## src/rtl/delay_pipe_credit_rx.sv

```systemverilog
// delay_pipe_credit_rx
//   Receive end of a fixed-latency, non-backpressurable channel such as a static delay pipe.
//   Every in_vld beat is absorbed into a DEPTH-entry FIFO. The FIFO head is presented on a
//   valid/ready interface. Each consumed beat returns one registered credit pulse, so an
//   upstream transmitter that starts with DEPTH credits can never overrun the FIFO.
//
// Optional feature (compile-time macro DELAY_PIPE_CREDIT_RX_BYPASS_EN):
//   When the FIFO is empty and in_vld and out_rdy are both high, the beat is forwarded
//   combinationally from in to out and is not written into the FIFO. A credit is still
//   returned. With the macro undefined there is no in-to-out combinational path.
//
// Parameters:
//   W     data width in bits
//   DEPTH FIFO entries; equals the transmitter's initial credit count (>= 2)
//   N     upstream pipe latency, informational; full rate needs DEPTH >= N + 2
//
// Ports:
//   clk          clock
//   rst          asynchronous active-high reset
//   in           incoming data beat
//   in_vld       beat valid; cannot be backpressured
//   out          FIFO head data
//   out_vld      head valid
//   out_rdy      consumer accepts head
//   credit_r     one-cycle registered pulse per popped beat
//   overflow_r   sticky: a beat was dropped because the FIFO was full
//   occupancy_r  current entry count
module delay_pipe_credit_rx #(
  parameter int unsigned W     = 32,
  parameter int unsigned DEPTH = 8,
  parameter int unsigned N     = 5
) (
  input  logic                       clk,
  input  logic                       rst,
  input  logic [W-1:0]               in,
  input  logic                       in_vld,
  output logic [W-1:0]               out,
  output logic                       out_vld,
  input  logic                       out_rdy,
  output logic                       credit_r,
  output logic                       overflow_r,
  output logic [$clog2(DEPTH+1)-1:0] occupancy_r
);

  localparam int unsigned PtrW = (DEPTH > 1) ? $clog2(DEPTH) : 1;
  localparam int unsigned OccW = $clog2(DEPTH + 1);

  // N only documents the credit round trip; below N + 2 entries the link cannot stream at
  // one beat per cycle, but it remains correct.
  if (DEPTH < N + 2) begin : g_below_full_rate
  end

  logic [W-1:0]    mem [DEPTH];
  logic [PtrW-1:0] rd_ptr_q, wr_ptr_q;

  logic empty, full;
  logic bypass;
  logic pop_fifo, push_fifo, drop;

  assign empty = (occupancy_r == '0);
  assign full  = (occupancy_r == OccW'(DEPTH));

`ifdef DELAY_PIPE_CREDIT_RX_BYPASS_EN
  // Empty FIFO with a ready consumer: hand the beat straight through.
  assign bypass = empty && in_vld && out_rdy;
`else
  assign bypass = 1'b0;
`endif

  assign pop_fifo  = !empty && out_rdy;
  // A full FIFO still accepts a beat when the head leaves in the same cycle.
  assign push_fifo = in_vld && !bypass && (!full || pop_fifo);
  assign drop      = in_vld && full && !pop_fifo;

  assign out_vld = !empty || bypass;
  assign out     = bypass ? in : mem[rd_ptr_q];

  // Storage is deliberately not reset.
  always_ff @(posedge clk) begin
    if (push_fifo) begin
      mem[wr_ptr_q] <= in;
    end
  end

  always_ff @(posedge clk or posedge rst) begin
    if (rst) begin
      rd_ptr_q    <= '0;
      wr_ptr_q    <= '0;
      occupancy_r <= '0;
      credit_r    <= 1'b0;
      overflow_r  <= 1'b0;
    end else begin
      // Explicit wrap so non-power-of-two depths work.
      if (pop_fifo) begin
        rd_ptr_q <= (rd_ptr_q == PtrW'(DEPTH - 1)) ? '0 : rd_ptr_q + 1'b1;
      end
      if (push_fifo) begin
        wr_ptr_q <= (wr_ptr_q == PtrW'(DEPTH - 1)) ? '0 : wr_ptr_q + 1'b1;
      end
      unique case ({push_fifo, pop_fifo})
        2'b10:   occupancy_r <= occupancy_r + 1'b1;
        2'b01:   occupancy_r <= occupancy_r - 1'b1;
        default: occupancy_r <= occupancy_r;
      endcase
      credit_r <= pop_fifo || bypass;
      if (drop) begin
        overflow_r <= 1'b1;
      end
    end
  end

endmodule

```

## config.mk

```make
export PLATFORM = sky130hd
export DESIGN_NAME = delay_pipe_credit_rx
export DESIGN_NICKNAME = d
export VERILOG_FILES = /design/src/rtl/delay_pipe_credit_rx.sv
export SDC_FILE = /design/constraint.sdc
export NUM_CORES = 1
export LEC_CHECK = 0
export BUFFER_PORTS_ARGS = -buffer_cell sky130_fd_sc_hd__buf_2
export CAP_MARGIN = 10
export CORE_MARGIN = 8
export CORE_UTILIZATION = 56
export CTS_BUF_LIST = sky130_fd_sc_hd__clkbuf_2 sky130_fd_sc_hd__clkbuf_4 sky130_fd_sc_hd__clkbuf_8
export DETAILED_ROUTE_END_ITERATION = 8
export GPL_TIMING_DRIVEN = 1
export PLACE_DENSITY = 0.89
export SYNTH_ARGS = -nofsm -noshare
export SYNTH_HDL_FRONTEND = slang
export SYNTH_SLANG_ARGS = --single-unit
```

## constraint.sdc

```tcl
create_clock -name clk -period 4.6 [get_ports clk]
set_input_delay 0.46 -clock clk [delete_from_list [all_inputs] [get_ports clk]]
set_output_delay 0.46 -clock clk [all_outputs]
set_load 0.02 [all_outputs]
```

### After elaboration in Yosys (flattened, before gate mapping)

Memory sizes are Yosys's and may differ from the RTL's.
Cells that the tools add are included.
Widths: inputs -> output; s select.

| word-level totals | value |
|---|---|
| logic and storage cells | 30 |
| register bits after elaboration | 12 |
| input port bits | 36 |
| memories | 1 |
| memory bits (writable) | 256 |
| output and inout port bits | 39 |

| cells by class | value |
|---|---|
| eq/ne operators | 5 |
| $add $sub $neg | 4 |
| muxes and demuxes | 5 |
| reduce and logical (&&, ||, !) cells | 10 |

Memory list:

| memory | words | bits a word | rd ports | clocked after memory_dff | write ports | line | source |
|---|---|---|---|---|---|---|---|
| mem | 8 | 32 | 1 | 0 | 1 | 53 | `logic [W-1:0] mem [DEPTH];` |

Operators by type and width:

| operator | count |
|---|---|
| $pmux 4 s2 | 1 |
| $add 3x1->3 const B | 2 |
| $eq 3x3->1 const B | 2 |
| $mux 3 | 2 |
| $add 4x1->4 const B | 1 |
| $eq 4x4->1 const B | 1 |
| $logic_and 1x1->1 | 4 |
| $logic_not 4->1 | 1 |
| $sub 4x1->4 const B | 1 |
| $logic_not 1->1 | 3 |
| $eq 2x1->1 const B | 1 |
| $eq 2x2->1 const B | 1 |
| $mux 1 | 2 |
| $reduce_bool 2->1 | 1 |
| $logic_or 1x1->1 | 1 |

### Logic depth before layout (Yosys ltp)

| logic depth | value |
|---|---|
| word-level depth | 7 |
| gate-level depth with buffers | 10 |
| gate-level depth less buffers | 10 |

### Worst setup path after synthesis

Ideal clock, no wire load.

| timing path | value |
|---|---|
| path kind | register to register |
| start point | register occupancy_r[1] |
| end point | memory mem[0][0] (enable) |
| data required time | 4099 ps |
| stages on the path, launching flop included | 4 |
| arrival time | 3949 ps |
| setup slack | 149 ps |
| buffers on the path | 0 |
| library setup time | 501 ps |
| cell sequence | dfrtp_1 > or3_1 > o21ai_4 > nor4_1 |

| between the ends | value |
|---|---|
| word-level cells in the longest chain between the ends | 7 |
| elaborated cells between the ends (all ways) | 9 |

RTL lines:

| element | line | source |
|---|---|---|
| from (decl) | 42 | `output logic [$clog2(DEPTH+1)-1:0] occupancy_r` |
| from (signal assigned) | 101 | `2'b10: occupancy_r <= occupancy_r + 1'b1;` |
| from (signal assigned) | 102 | `2'b01: occupancy_r <= occupancy_r - 1'b1;` |
| from (signal assigned) | 103 | `default: occupancy_r <= occupancy_r;` |
| $logic_not 4->1 | 60 | `assign empty = (occupancy_r == '0);` |
| $logic_not 1->1 | 70 | `assign pop_fifo = !empty && out_rdy;` |
| $logic_and 1x1->1 | 70 |  |
| $logic_or 1x1->1 (*) | 72 | `assign push_fifo = in_vld && !bypass && (!full \|\| pop_fifo);` |
| $logic_and 1x1->1 (*) | 72 |  |
| $mux 1 (*) | 80 | `if (push_fifo) begin` |
| $mux 1 (implied by the code) (*) | 81 | `mem[wr_ptr_q] <= in;` |
| to (decl) | 53 |  |

Mark *: on every way between the ends. The rest lies on a longest branch, timed or not.

### Worst setup path after layout

| timing path | value |
|---|---|
| start point | register rd_ptr_q[0] |
| end point | output port out[3] |

| between the ends | value |
|---|---|
| word-level cells in the longest chain between the ends | 1 |

RTL lines:

| element | line | source |
|---|---|---|
| from (decl) | 54 | `logic [PtrW-1:0] rd_ptr_q, wr_ptr_q;` |
| from (signal assigned) | 95 | `rd_ptr_q <= (rd_ptr_q == PtrW'(DEPTH - 1)) ? '0 : rd_ptr_q + 1'b1;` |
| $mem_v2 8x32 | -- |  |
| to (decl) | 37 | `output logic [W-1:0] out,` |

Every way passes these cells.

==> flow_metrics.env <==
export IMPL_rows=49
export IMPL_utilization_pct=65.5
export IMPL_grt_max_degree=45
export IMPL_tritoncts="done"
export IMPL_timing_final_crit_share_pct=73.9
export IMPL_fmax_mhz=294
export IMPL_synth_area_leader_cell="edfxtp_1"
export IMPL_crit_required_ns=4.14
export IMPL_clk_latency_ns=0.54
export IMPL_synth_top_area_share_pct=74.6
export IMPL_diodes=0
export IMPL_drive_above_1_share_pct=44.7
export IMPL_placed_area_um2=11000
export IMPL_cts_htree_levels=2
export IMPL_wl_per_cell_um=23.6
export IMPL_crit_path_end_kind="output pin"
export IMPL_fin_nets=591
export IMPL_syn_nets=479
export IMPL_grt_remaining_overflow=0
export IMPL_worst_pin_slew_ns=1.15
export IMPL_ios=75
export IMPL_routabilityCongestion=0.722
export IMPL_crit_chain="buf_4, mux4_2, mux2_2, buf_2"
export IMPL_worstSetupStartpointType="register"
export IMPL_critical_path_class="register to output pin"
export IMPL_drc=0
export IMPL_die_h_um=152
export IMPL_area_delta_synth_final_pct=14.6
export IMPL_cts_sinks=268
export IMPL_leakagePower_nw=3.95
export IMPL_start_util_pct=57.1
export IMPL_synth_seq_cells=268
export IMPL_critPathSlowestCell="dfrtp_4"
export IMPL_via_count=4763
export IMPL_drt_pass1_iter_count=4
export IMPL_crit_fanout=41
export IMPL_max_stage_delay_ns=0.92
export IMPL_die_x_um=152
export IMPL_syn_avg_cell_area_um2=23.6
export IMPL_synth_cells=436
export IMPL_yosysUniqueCellTypes=28
export IMPL_first_global_vias=5273
export IMPL_cts_root_buffer="clkbuf_8"
export IMPL_die_area_um2=23000
export IMPL_grt_antenna_before_repair=2
export IMPL_cts_resized=0
export IMPL_grt_total_usage_pct=17.4
export IMPL_rsz0062_at_grt="false"
export IMPL_final_setup_tns_ns=0
export IMPL_grt_pass1_wl_mm=29.5
export IMPL_p_per_area_nw_per_um2=635
export IMPL_drtAntennaViolNets=0
export IMPL_post_route_min_period_ns=3.40
export IMPL_vdd_ir_drop_max_uv=438
export IMPL_design_area_um2=11800
export IMPL_hp_class="input pin to register"
export IMPL_finalHoldViolations=0
export IMPL_routed_wl_mm=19.1
export IMPL_netlist_area_um2=10300
export IMPL_ys_seq_area_share_pct=77.6
export IMPL_maxCapViolCount=0
export IMPL_cts_buffers=41
export IMPL_fillers=1114
export IMPL_setup_violations=0
export IMPL_synth_area_leaders="edfxtp_1 75%, mux4_2 14%, mux2_2 3.7%, dfrtp_1 2.9%, ha_1 0.85%"
export IMPL_viasPerCell=5.89
export IMPL_status="complete, no violations"
export IMPL_finClkSkew_ns=0.0188
export IMPL_first_iter_violations=445
export IMPL_coreArea_um2=18000
export IMPL_dpl_hpwl_mm=11.7
export IMPL_maxSlewHeadroom_pct=23.2
export IMPL_arrival_ns=2.94
export IMPL_portBuffers=74
export IMPL_finalPower_mw=7.49
export IMPL_maxSlewViolCount=0
export IMPL_cts_max_path_buffers=3
export IMPL_ys_warn_count=0
export IMPL_cts_reportedPaths_clkPinSlew_ns=0.06
-- report_power, final --
part / internal [mW] / total (mW) / switching, mW
Combinational: 1.07 / 2.20 / 1.13
Sequential: 3.07 / 3.40 / 0.339
Clock: 1.02 / 1.89 / 0.871
-- final cells by class --
class / count / area (um2) / area share [%]
inverters: 2 / 7.51 / 0.0636
multi-input cells: 148 / 2240 / 19.0
clock inverters: 20 / 134 / 1.13
well taps: 229 / 287 / 2.43
flip-flops and latches: 268 / 7990 / 67.7
repair buffers: 87 / 470 / 3.99
clock buffers: 55 / 669 / 5.67
-- critical path: cells and delay by family (launching register included) --
family / cells / cell delay (ns)
mux: 2 / 0.84
flops: 1 / 0.92
buf+inv: 2 / 0.58
-- per-layer routing --
layer	up-vias	track usage [%]	share of wire [%]
li1	2074	-	-
met1	2449	21.7	38
met2	206	29.6	52
met3	30	4.40	8.6
met4	4	5.19	1.4
met5	-	0	0.12
-- worst paths after layout --
| kind | slack, ns | depth (start not counted) | from | endpoint |
|---|---|---|---|---|
| max in group asynchronous | 3.75 | 3 | rst | rd_ptr_q[0] |
| hold reg to reg | 0.45 | 1 | overflow_r | overflow_r |
| min in group asynchronous | 0.48 | 3 | rst | credit_r |
| setup / recovery | 1.20 | 4 | rd_ptr_q[0] | out[3] |
| hold / removal | 0.18 | 1 | in[26] | mem[4][26] |
| setup reg to reg | 1.89 | 4 | occupancy_r[1] | mem[1][21] |
-- kinds of logic after synthesis --
group	Yosys count	share of synthesized area, %
XOR/XNOR	5	0.425
buffers and inverters	20	1.17
AO/OA/AOI/OAI	10	0.693
flip-flops	268	77.6
multiplexers	100	17.9
AND/OR/NAND/NOR	26	1.39
adder cells (fa/ha/maj)	7	0.850
-- synth_stat cells (all sizes together) --
library cell  instances
mux2i                 1
mux2                 35
buf                  13
a21o                  3
o21ai                 4
nor2                  5
or4                   1
nor4bb                2
nor4                  1
o211ai                1
a21oi                 2
mux4                 64
nor3                  6
or3                   1
dfrtp                12
inv                   2
clkbuf                5
nand2                 4
xor2                  4
xnor2                 1
nand3b                1
nand2b                5
edfxtp              256
ha                    7
-- state kept, by name (all words and copies together), names as in the netlist --
signal	cells
overflow_r	1
mem	256
credit_r	1
rd_ptr_q	3
occupancy_r	4
wr_ptr_q	3
-- layout by cell type, fill, tap and decap left out, types with 2 or more instances in the layout --
cell      netlist  routed
xor2_1          4       4
clkinv_2        0       3
nor3_2          0       4
dfrtp_2         0       2
mux2_2         34      34
nand2_1         4       4
inv_1           2       2
nor2_4          0       3
buf_4           0      12
clkbuf_4        0      14
nor2_1          5       2
nand2b_1        5       5
ha_1            7       7
clkbuf_8        0      41
o21ai_0         3       3
a21o_1          3       3
buf_2           6      74
clkinv_1        0      12
edfxtp_1      256     256
mux4_2         64      64
nor3_1          6       2
dfrtp_1        12       9
a21oi_1         2       2
nor4bb_1        2       2
-- per-stage QoR --
step                hold slack, ns  std cells  setup slack, ns
finish                       0.181        809             1.20
CTS                          0.156        809             1.13
floorplan                    0.325        436            0.149
global route                 0.165        809             1.00
detailed placement           0.441        733             1.71
global placement             0.442        733             1.77
-- repair_timing --
item | in CTS | in global routing
setup buffers | 0 | 0
hold buffers | 1 | 0
hold endpoints to repair | 12 | 0
No activity file was read; power rests on OpenSTA's default activity.
